## config.mk

```make
export PLATFORM = sky130hd
export DESIGN_NAME = uart_rx_fifo
export DESIGN_NICKNAME = d
export VERILOG_FILES = /design/src/rtl/uart_rx_fifo.sv
export SDC_FILE = /design/constraint.sdc
export NUM_CORES = 1
export LEC_CHECK = 0
export BUFFER_PORTS_ARGS = -buffer_cell sky130_fd_sc_hd__buf_2
export CORE_AREA = 8 8 151 153
export DETAILED_ROUTE_END_ITERATION = 8
export DIE_AREA = 0 0 159 161
export PLACE_DENSITY = 0.53
export SLEW_MARGIN = 5
export SYNTH_ARGS = -nofsm -noshare
export SYNTH_HDL_FRONTEND = slang
export SYNTH_SLANG_ARGS = --single-unit
```

## constraint.sdc

```tcl
create_clock -name clock -period 2.9 [get_ports clock]
set_clock_uncertainty 0.2 [all_clocks]
set_input_delay 0.145 -clock clock [delete_from_list [all_inputs] [get_ports clock]]
set_output_delay 0.145 -clock clock [all_outputs]
set_load 0.01 [all_outputs]
```

## src/rtl/uart_rx_fifo.sv

```systemverilog
// uart_rx_fifo: first-word-fall-through receive buffer placed after uart_rx.
// Captures each rx_ready strobe and throttles uart_rx through rx_can_receive
// so that a frame already in flight always finds a free slot. Words that
// still arrive into a full buffer are dropped and flagged on a sticky
// overflow bit.
module uart_rx_fifo #(
   parameter int WIDTH = 8,
   parameter int DEPTH = 16,
   parameter int SKID  = 1
) (
   input  logic                       clock,
   input  logic                       resetn,
   input  logic [WIDTH-1:0]           rx_data,
   input  logic                       rx_ready,
   output logic                       rx_can_receive,
   output logic [WIDTH-1:0]           out_data,
   output logic                       out_valid,
   input  logic                       out_ready,
   input  logic                       flush,
   input  logic                       clear_overflow,
   output logic                       overflow,
   output logic [$clog2(DEPTH+1)-1:0] level
);

   localparam int PW = $clog2(DEPTH);
   localparam int LW = $clog2(DEPTH + 1);
   localparam logic [LW-1:0] DEPTH_L = LW'(DEPTH);
   localparam logic [LW-1:0] SKID_L  = LW'(SKID);
   localparam logic [PW-1:0] PTR_ONE = PW'(1);
   localparam logic [LW-1:0] LVL_ONE = LW'(1);

   // Storage slots. The array is not reset: the pointers and the level
   // decide which slots hold valid words.
   logic [WIDTH-1:0] mem [DEPTH];

   logic [PW-1:0] wr_ptr_reg, wr_ptr_next;
   logic [PW-1:0] rd_ptr_reg, rd_ptr_next;
   logic [LW-1:0] level_reg, level_next;
   logic          overflow_reg, overflow_next;

   logic push;
   logic pop;
   logic full;
   logic push_ok;
   logic drop;
   logic wr_en;

   // Handshake decode. A push into a full buffer still succeeds when a pop
   // frees a slot in the same cycle. Flush overrides both, so a word that
   // arrives during a flush is neither stored nor counted as a drop.
   always_comb begin
      push    = rx_ready;
      pop     = (level_reg != '0) && out_ready;
      full    = (level_reg == DEPTH_L);
      push_ok = push && (!full || pop);
      drop    = push && full && !pop && !flush;
      wr_en   = push_ok && !flush;
   end

   // Next-state computation for the pointers, the level and the sticky flag.
   always_comb begin
      wr_ptr_next   = wr_ptr_reg;
      rd_ptr_next   = rd_ptr_reg;
      level_next    = level_reg;
      overflow_next = overflow_reg;
      if (flush) begin
         wr_ptr_next = '0;
         rd_ptr_next = '0;
         level_next  = '0;
      end else begin
         if (push_ok) begin
            wr_ptr_next = wr_ptr_reg + PTR_ONE;
         end
         if (pop) begin
            rd_ptr_next = rd_ptr_reg + PTR_ONE;
         end
         case ({push_ok, pop})
            2'b10:   level_next = level_reg + LVL_ONE;
            2'b01:   level_next = level_reg - LVL_ONE;
            default: level_next = level_reg;
         endcase
      end
      // A drop wins over a coincident clear request.
      if (drop) begin
         overflow_next = 1'b1;
      end else if (clear_overflow) begin
         overflow_next = 1'b0;
      end
   end

   // State registers. Reset clears everything at once, without waiting for
   // a clock edge.
   always_ff @(posedge clock or negedge resetn) begin
      if (!resetn) begin
         wr_ptr_reg   <= '0;
         rd_ptr_reg   <= '0;
         level_reg    <= '0;
         overflow_reg <= 1'b0;
      end else begin
         wr_ptr_reg   <= wr_ptr_next;
         rd_ptr_reg   <= rd_ptr_next;
         level_reg    <= level_next;
         overflow_reg <= overflow_next;
      end
   end

   // Storage write port.
   always_ff @(posedge clock) begin
      if (wr_en) begin
         mem[wr_ptr_reg] <= rx_data;
      end
   end

   // Outputs come from registered state only. The head word is read
   // combinationally so that a word pushed into an empty buffer is visible
   // in the very next cycle.
   assign out_valid      = (level_reg != '0);
   assign out_data       = out_valid ? mem[rd_ptr_reg] : '0;
   assign rx_can_receive = (DEPTH_L - level_reg) > SKID_L;
   assign level          = level_reg;
   assign overflow       = overflow_reg;

endmodule

```

* After elaboration in Yosys (flattened, before gate mapping) *
Memory sizes are Yosys's and may differ from the RTL's.
Index checks and enable logic that the tools add are counted.

operators by class
  magnitude comparators = 1
  reductions and logical operators = 15
  add/subtract/negate cells = 5
  multiplexer cells = 11
  equal/unequal tests = 3

operators by type and width
  kind                   count
  $mux W4                4
  $pmux W5 S2            1
  $add A4 B1 Y4 const B  2
  $mux W8                1
  $logic_and A1 B1 Y1    6
  $reduce_bool A2 Y1     3
  $add A5 B1 Y5 const B  1
  $eq A5 B5 Y1 const B   1
  $gt A5 B1 Y1 const B   1
  $mux W5                1
  $reduce_bool A5 Y1     1
  $sub A5 B1 Y5 const B  1
  $sub A5 B5 Y5 const A  1
  $mux W1                4
  $logic_not A1 Y1       3
  $reduce_bool A3 Y1     1
  $eq A2 B1 Y1 const B   1
  $eq A2 B2 Y1 const B   1
  $logic_or A1 B1 Y1     1

word-level totals
  bits in registers = 14
  output and inout bits = 16
  memory bits (writable) = 128
  word-level logic and storage cells = 40
  memories kept = 1

memories
  memory  words  width  read ports  clocked after Yosys merged registers in  wr ports  RTL line  source
  mem     16     8      1           0                                        1         34        logic [WIDTH-1:0] mem [DEPTH];

* Longest topological paths before layout *
Gate-level depths: netlist of the first run.

  depth after elaboration = 7
  mapped depth = 11
  gate-level depth less buffers = 11

* Worst setup path before layout of the first run *
No wires, ideal clock.

  path kind = flip-flop to flip-flop
  from = reg level_reg[0], in the netlist level[0]
  to = mem mem[3][0] (enable)
  setup time = 0.383 ns
  cell stages (with the launch flop) = 9
  period minus slack after synthesis = 2.944 ns
  path buffers = 0
  required time = 2.317 ns
  setup slack = -0.044 ns
  data arrival time = 2.361 ns
  path through = dfrtp_1 inv_1 ha_1 and2_1 ha_1 nand2b_1 a21oi_1 nand2_1 nor3_1

between the ends
  cells in the longest elaborated chain, start to end = 7

ends and longest elaborated chain
  element                                                         RTL line  source
  start, declared                                                 38        logic [LW-1:0] level_reg, level_next;
  start signal, assigned                                          102       level_reg <= level_next;
  $eq A5 B5 Y1 / $reduce_bool A5 Y1 (equally long branches)       54, 53
  $logic_not A1 Y1 / $logic_and A1 B1 Y1 (equally long branches)  55, 53
  $logic_or A1 B1 Y1 (*)                                          55        push_ok = push && (!full || pop);
  $logic_and A1 B1 Y1 (*)                                         55
  $logic_and A1 B1 Y1 (*)                                         57        wr_en = push_ok && !flush;
  $mux W1 (*)                                                     109       if (wr_en) begin
  $mux W1 (implied by the code) (*)                               110       mem[wr_ptr_reg] <= rx_data;
  end, declared                                                   34

Every way passes the cells marked *; elsewhere a longest branch is shown, timed or not.

* Worst setup path after layout of the first run *
  from = reg rd_ptr_reg[2]
  to = out out_data[4]

between the ends
  cells in the longest elaborated chain, start to end = 2

ends and longest elaborated chain
  element                 RTL line  source
  start, declared         37        logic [PW-1:0] rd_ptr_reg, rd_ptr_next;
  start signal, assigned  101       rd_ptr_reg <= rd_ptr_next;
  $mem_v2 Z16 W8          --
  $mux W8                 118       assign out_data = out_valid ? mem[rd_ptr_reg] : '0;
  end, declared           16        output logic [WIDTH-1:0] out_data,

Every way passes these cells.

==> results of run 1 <==
Yosys cell counts, types with 2 or more instances:
library cell / n
clkbuf_1: 3
o21ai_1: 6
xor2_1: 5
nor3b_1: 3
nor2b_1: 3
buf_6: 4
edfxtp_1: 128
inv_1: 8
nand3_1: 10
nor2_1: 31
and2_1: 2
o21ai_0: 3
nand2b_1: 11
nand2_1: 18
buf_2: 6
mux4_2: 6
o211ai_1: 2
xnor2_1: 5
a22oi_1: 25
buf_4: 3
a21oi_1: 4
mux2i_1: 54
dfrtp_1: 14
nor3_1: 6
ha_1: 10
per-layer routing:
layer,global-route usage (%),vias up,part of all wire [%]
met5,0,-,0
met4,3.60,0,0.92
met3,3.08,11,4.2
met2,17.4,73,48
met1,13.9,1717,47
li1,-,1617,-
cell type report:
type | instances | area (µm²) | share of cell area (%)
sequential | 142 | 4200 | 56.7
clock buffer | 17 | 425 | 5.75
timing repair buffer | 73 | 546 | 7.37
clock inverter | 14 | 175 | 2.37
multi-input combinational | 216 | 1680 | 22.8
tap | 275 | 344 | 4.65
inverter | 8 | 30.0 | 0.406
worst min-delay path: cells and delay by family, from the launching register on:
family,cells,cell delay (ps)
AND/OR/NAND/NOR,1,70
XOR/XNOR,1,80
flip-flops,1,390
cells by family after synthesis:
kind of cell,Yosys count,synth area share [%]
muxes,61,11.4
AOI/OAI and AO/OA,46,5.33
xor gates and xnor gates,10,1.46
buffers and inverters,25,2.64
DFF,142,69.8
and+or+nand+nor,89,7.27
adders and majority gates,10,2.08
stage by stage:
step           utilization, %  power, W  area [µm²]  hold slack (ps)
2_1_floorplan               -   0.00360        6030             -351
3_3_place_gp             32.2   0.00424        6630             -132
3_5_place_dp             32.2   0.00424        6630             -124
4_1_cts                  35.9   0.00647        7380              365
5_1_grt                  36.0   0.00675        7400              440
6_report                 36.0   0.00643        7400              381
power by group:
part	total [W]	internal [W]	switching [W]
clock network	0.00220	0.00142	0.000782
logic	0.00181	0.000806	0.00101
registers	0.00242	0.00231	0.000110
repair_timing:
| item | CTS | global route |
|---|---|---|
| setup endpoints to repair | 1 | 6 |
| hold endpoints to repair | 155 | 0 |
| hold buffers | 15 | 0 |
| resized for setup | 1 | 2 |
| buffers inserted | 0 | 1 |
final timing paths:
path	from	to	slack (ps)	cells after the start
max in group asynchronous	resetn	rd_ptr_reg[0]	1350	3
hold reg to reg	rd_ptr_reg[3]	rd_ptr_reg[3]	380	2
min in group asynchronous	resetn	level[2]	630	3
setup / recovery	rd_ptr_reg[2]	out_data[4]	100	6
hold / removal	rd_ptr_reg[3]	rd_ptr_reg[3]	380	2
setup reg to reg	level[1]	level[4]	210	10
==> impl_results.rst, run 1 <==
.. list-table::
   :header-rows: 1

   * - Metric
     - Value
   * - RSZ-0062 raised after global routing
     - false
   * - Total number of H-tree levels
     - 4
   * - Mean instance size in the synthesized netlist
     - roughly 16 µm²
   * - Final period util
     - a little over nine tenths
   * - Main area contributors after synthesis
     - edfxtp_1 (64%), mux2i_1 (9.0%), dfrtp_1 (5.8%)
   * - Die outline width
     - roughly 160 µm
   * - Peak supply drop
     - about 0.42 mV
   * - Clock buffer depth
     - 2
   * - TritonCTS clock tree
     - done
   * - Setup tns final
     - 0 ps
   * - Area of the placeable core
     - approximately 21000 µm²
   * - Number of buffers and inverters on the critical path
     - 2
   * - Vias per cell
     - ~4.6
   * - Final HPWL DP
     - slightly above 9000 µm
   * - Slowest cell on the critical path
     - nor2b_1
   * - FMAX
     - between 300 and 400 MHz
   * - Number of standard-cell rows in the floorplan
     - 53
   * - Final cell count without fillers
     - ~750
   * - Critical path endpoint category
     - output pin
   * - Worst path setup slack after routing
     - slightly above 100 ps
   * - Sequential element share of the synthesized area
     - between 60 and 70%
   * - Total Die Area
     - 25600 µm²
   * - Drt first pass iters
     - 5
   * - Final RePlAce weighted congestion
     - around 0.8
   * - Routed wire length
     - roughly 14000 µm
   * - Post-Syn Area
     - between 6000 and 7000 µm²
   * - Area share of the leading cell type in the synthesized netlist
     - about 64%
   * - Number of sinks handled by clock tree synthesis
     - about 140
   * - GR Overflow Total
     - 0
   * - Initial antenna violation count
     - 0
   * - Area Growth Syn to Fin
     - 23.2%
   * - Critical path fanouts, max
     - 9
   * - Chain of cells forming the critical path
     - nor2b_1 > buf_4 > a22oi_1 > nand2_1 > o21ai_1 > buf_2
   * - I/O pin count
     - 30
   * - Finish-stage setup viols
     - 0
   * - Number of failing hold endpoints at the final stage
     - 0
   * - Total of buffers placed on input and output ports
     - 29
   * - Post-synth ARST share
     - 9.86%
   * - Startpoint class of the critical path
     - flop
   * - Initial core utilization
     - about 30%
   * - Global-route usage over all layers
     - a little over a tenth
   * - Later-pin clock latency in the skew report
     - ~420 ps
   * - DRC errors left
     - 0
   * - Inst Count DP
     - between 600 and 700
   * - Setup Crit Path Kind
     - flop to output pin
   * - Hold Path Class
     - flop to flop
   * - Proportion of layout cells with a drive suffix above 1
     - 22.3%
   * - Diode count
     - 0
   * - Leading cell types in the layout, fill and taps excluded
     - edfxtp_1 (128), mux2i_1 (54), nor2_1 (31)
   * - Number of nets in the finished design
     - 482
   * - Unique cell type count in the Yosys netlist
     - 38
   * - Initial DRC Count
     - around 190
   * - Via Count
     - ~3400
   * - Number of enable-type register cells in the synthesized netlist
     - 128
   * - Most common library cell in the layout ignoring fill and taps
     - edfxtp_1
   * - Maximum number of pins on one net before global-route repair
     - 27
   * - Worst-Margin Slew
     - 811 ps
   * - Flip-flop count of the largest register, all copies and words added
     - roughly 130
   * - Relative slew slack
     - 45.8%
   * - Clock period minus worst slack
     - 2800 ps
   * - Top FF cell, synth
     - edfxtp_1
   * - Max stage delay on crit path
     - 700 ps
   * - Final slew viol count
     - 0
   * - Height of the die
     - approximately 160 µm
   * - Cell area power density
     - 869 nW/µm²
   * - Number of global-route vias before repair
     - roughly 3500
   * - Warning count from the yosys run
     - 0
   * - Data arrival time at the worst-slack endpoint
     - around 2500 ps
   * - Fill cell count
     - just under 2000
   * - Cell family with the largest share of critical-path delay
     - simple AND/OR/NAND/NOR gates
   * - Cell type contributing the most total cell area after synthesis
     - edfxtp_1
   * - Root Buffer Master
     - clkbuf_16
   * - Routed wirelength normalized by instance count
     - approximately 18 µm
   * - Reported leakage power
     - 2.56 nW
   * - Number of standard cells after synthesis
     - roughly 380
   * - Nets in the synthesized netlist
     - just over 400
   * - Number of antenna-violating nets in the routed design
     - 0
   * - Place WS
     - ~210 ps
   * - MaxCap Viol Count
     - 0
   * - Run status
     - finished, final reports clean
   * - Required arrival time at the worst endpoint
     - around 2600 ps
   * - Yosys reg bits
     - between 100 and 150
   * - Number of clock buffers inserted by TritonCTS
     - 17
   * - Clock-pin slew on the worst setup and hold paths
     - ~60 ps
   * - Global-route wire length before repair
     - ~21000 µm
No activity file was read; power rests on OpenSTA's default activity.
==> run 2, diff against run 1 <==
==> constraint.sdc (replaced) <==
create_clock -name clock -period 2.33 [get_ports clock]
set_clock_uncertainty 0.2 [all_clocks]
set_input_delay 0.1165 -clock clock [delete_from_list [all_inputs] [get_ports clock]]
set_output_delay 0.1165 -clock clock [all_outputs]
set_load 0.01 [all_outputs]
==> run 2 against run 1 <==
Worst hold slack got worse by 150 ps. Die area unchanged. Combinational power is 85% higher. Sequential share of layout area shrank 5.3 points. Utilization grew 3.8 points. The run now ends with negative setup slack left. Critical path depth rose by 5. Non-clock buffer count rose by 21. Clock-buffer cell count up 3. Total power rose by 39%. Critical path type is now flop to flop. Clock power rose by 20%.
==> impl_results.rst, run 2 (same netlist as run 1, synthesis figures left out) <==
.. list-table::
   :header-rows: 1

   * - Metric
     - Value
   * - FMAX
     - 406 MHz
   * - Via Count
     - 3529 (+3.2%)
   * - Area Growth Syn to Fin
     - 36.1%
   * - Setup tns final
     - -580 ps (-580 ps)
   * - Global-route wire length before repair
     - 22800 µm (+9.8%)
   * - FF/Latch Area
     - 4200 µm² (about the same)
   * - Cell area power density
     - 1090 nW/µm² (+25%)
   * - Slowest cell on the critical path
     - dfrtp_2
   * - DRC errors left
     - 0 (unchanged)
   * - Number of buffers and inverters on the critical path
     - 2 (unchanged)
   * - Cell family with the largest share of critical-path delay
     - adder cells
   * - Number of failing hold endpoints at the final stage
     - 0 (unchanged)
   * - Initial antenna violation count
     - 0 (unchanged)
   * - Fill cell count
     - 1902 (-3.8%)
   * - Startpoint class of the critical path
     - flop
   * - Run status
     - finished, violations left
   * - Crit path top cell by count
     - ha_4
   * - Required arrival time at the worst endpoint
     - 2430 ps (-130 ps)
   * - Diode count
     - 0 (unchanged)
   * - Final RePlAce weighted congestion
     - 0.804 (-0.26%)
   * - Total of buffers placed on input and output ports
     - 29 (unchanged)
   * - Clock period minus worst slack
     - approximately 2500 ps
   * - Initial core utilization
     - 29.2% (unchanged)
   * - Global-route usage over all layers
     - 11.8% (+0.92 points)
   * - I/O pin count
     - 30 (unchanged)
   * - Initial DRC Count
     - 229 (+19%)
   * - Leading cell types in the layout, fill and taps excluded
     - edfxtp_1 (128), mux2i_1 (53), buf_2 (25)
   * - Final HPWL DP
     - 9680 µm (+6.9%)
   * - Total number of H-tree levels
     - 4 (unchanged)
   * - Proportion of layout cells with a drive suffix above 1
     - 34.8% (+12 points)
   * - Violated checks
     - negative setup slack
   * - Routed wirelength normalized by instance count
     - 18.9 µm (+3.6%)
   * - Multi-input gate area
     - 2010 µm² (+19%)
   * - Number of standard-cell rows in the floorplan
     - 53 (unchanged)
   * - Flip-flop count of the largest register, all copies and words added
     - 128 (unchanged)
   * - Number of clock buffers inserted by TritonCTS
     - 17 (unchanged)
   * - Peak supply drop
     - 0.880 mV (+110%)
   * - Worst-Margin Slew
     - 720 ps (-91.7 ps)
   * - Critical path endpoint category
     - flop
   * - Setup Crit Path Kind
     - flop to flop
   * - RSZ-0062 raised after global routing
     - true
   * - Drt first pass iters
     - 4 (-1)
   * - Placed Instance Area
     - 7060 µm² (+6.5%)
   * - Clock-pin slew on the worst setup and hold paths
     - 60 ps (about the same)
   * - Vias per cell
     - 4.61 (+0.42%)
   * - Relative slew slack
     - 51.9% (+6.1 points)
   * - Share of the core filled with cells
     - 39.8% (+3.8 points)
   * - Reported leakage power
     - 2.81 nW (+9.6%)
   * - Worst path setup slack after routing
     - -130 ps (-232 ps)
   * - Finish-stage setup viols
     - 10 (+10)
   * - Height of the die
     - 161 µm (unchanged)
   * - Area of the placeable core
     - 20600 µm² (unchanged)
   * - Number of antenna-violating nets in the routed design
     - 0 (unchanged)
   * - Number of global-route vias before repair
     - 3872 (+9.7%)
   * - Die outline width
     - 159 µm (unchanged)
   * - Final period util
     - 106%
   * - Most common library cell in the layout ignoring fill and taps
     - edfxtp_1
   * - Final cell area excluding filler cells
     - 8180 µm² (+10%)
   * - Place WS
     - -37.8 ps (-247 ps)
   * - Clock buffer depth
     - 2 (unchanged)
   * - Data arrival time at the worst-slack endpoint
     - 2560 ps (+110 ps)
   * - Number of sinks handled by clock tree synthesis
     - 142 (unchanged)
   * - Later-pin clock latency in the skew report
     - 420 ps (about the same)
   * - Max stage delay on crit path
     - 360 ps (-340 ps)
   * - Root Buffer Master
     - clkbuf_16
   * - Hold Path Class
     - input port to flop
   * - Chain of cells forming the critical path
     - inv_2 > ha_4 > and2_4 > ha_4 > buf_6 > nor3b_4 > xnor2_1 > ha_2 > nor4b_2 > a31oi_1 > mux2_2
   * - GR Overflow Total
     - 0 (unchanged)
   * - Routed wire length
     - 14500 µm (+6.5%)
   * - MaxCap Viol Count
     - 0 (unchanged)
   * - Final slew viol count
     - 0 (unchanged)
   * - Total Die Area
     - 25600 µm² (unchanged)
   * - TritonCTS clock tree
     - done
   * - Critical path fanouts, max
     - 4 (-5)
   * - Maximum number of pins on one net before global-route repair
     - 17 (-37%)
   * - Number of nets in the finished design
     - 503 (+4.4%)
[run 2: cell types whose count changed in the layout (fill, tap and decap cells not counted), moves of 5 or more]
cell      delta
buf_12      +16
nand3_1      -5
clkinv_4     +5
nor2_1      -13
nor2_4      +10
buf_6       +13
buf_4        -8
[run 2: final timing paths]
| check | slack (ps) | to | cells past startpoint | from |
|---|---|---|---|---|
| hold reg to reg | 320 | overflow | 2 | overflow |
| setup reg to reg | -130 | level[4] | 11 | level[1] |
| hold / removal | 230 | overflow | 3 | clear_overflow |
| min in group asynchronous | 650 | level[4] | 3 | resetn |
| max in group asynchronous | 750 | rd_ptr_reg[0] | 3 | resetn |
| setup / recovery | -130 | level[4] | 11 | level[1] |
[run 2: what timing repair did]
action | CTS | global route
hold buffers | 14 | 0
endpoints found under the setup margin | 49 | 42
resized for setup | 49 | 8
gates cloned | 1 | 1
setup buffers | 12 | 1
endpoints found under the hold margin | 156 | 0
pin swaps | 18 | 17
[run 2: report_power, final]
group | switching (W) | internal (W) | total [W]
clock | 0.00104 | 0.00159 | 0.00263
sequential | 0.0000622 | 0.00288 | 0.00294
combinational | 0.00163 | 0.00171 | 0.00334
[run 2: tightest hold or removal path, stage by stage]
cell	delay [ps]
dlygate4sd3_1	510
buf_2	90
o32ai_1	70
[run 2: final cells by class]
cell class,count,share of cell area [%]
Timing Repair Buffer,94,12.5
Clock buffer,20,5.34
Clock inverter,11,1.65
Tap cell,275,4.21
Sequential cell,142,51.4
Inverter,8,0.367
Multi-Input combinational cell,216,24.6
[run 2: layer usage]
layer | up-vias | global-route usage (%) | share of wire, %
met5 | - | 0 | 0
met4 | 0 | 3.95 | 1.3
met3 | 17 | 3.39 | 6.3
met2 | 100 | 18.8 | 48
met1 | 1752 | 15.1 | 44
li1 | 1660 | - | -
[run 2: metrics by stage]
stage | std cells | power [W] | hold WS [ps]
2_1_floorplan | 383 | 0.00466 | -379
4_1_cts | 764 | 0.00884 | 212
3_3_place_gp | 706 | 0.00552 | -160
5_1_grt | 766 | 0.00933 | 245
6_report | 766 | 0.00891 | 227
3_5_place_dp | 706 | 0.00553 | -146
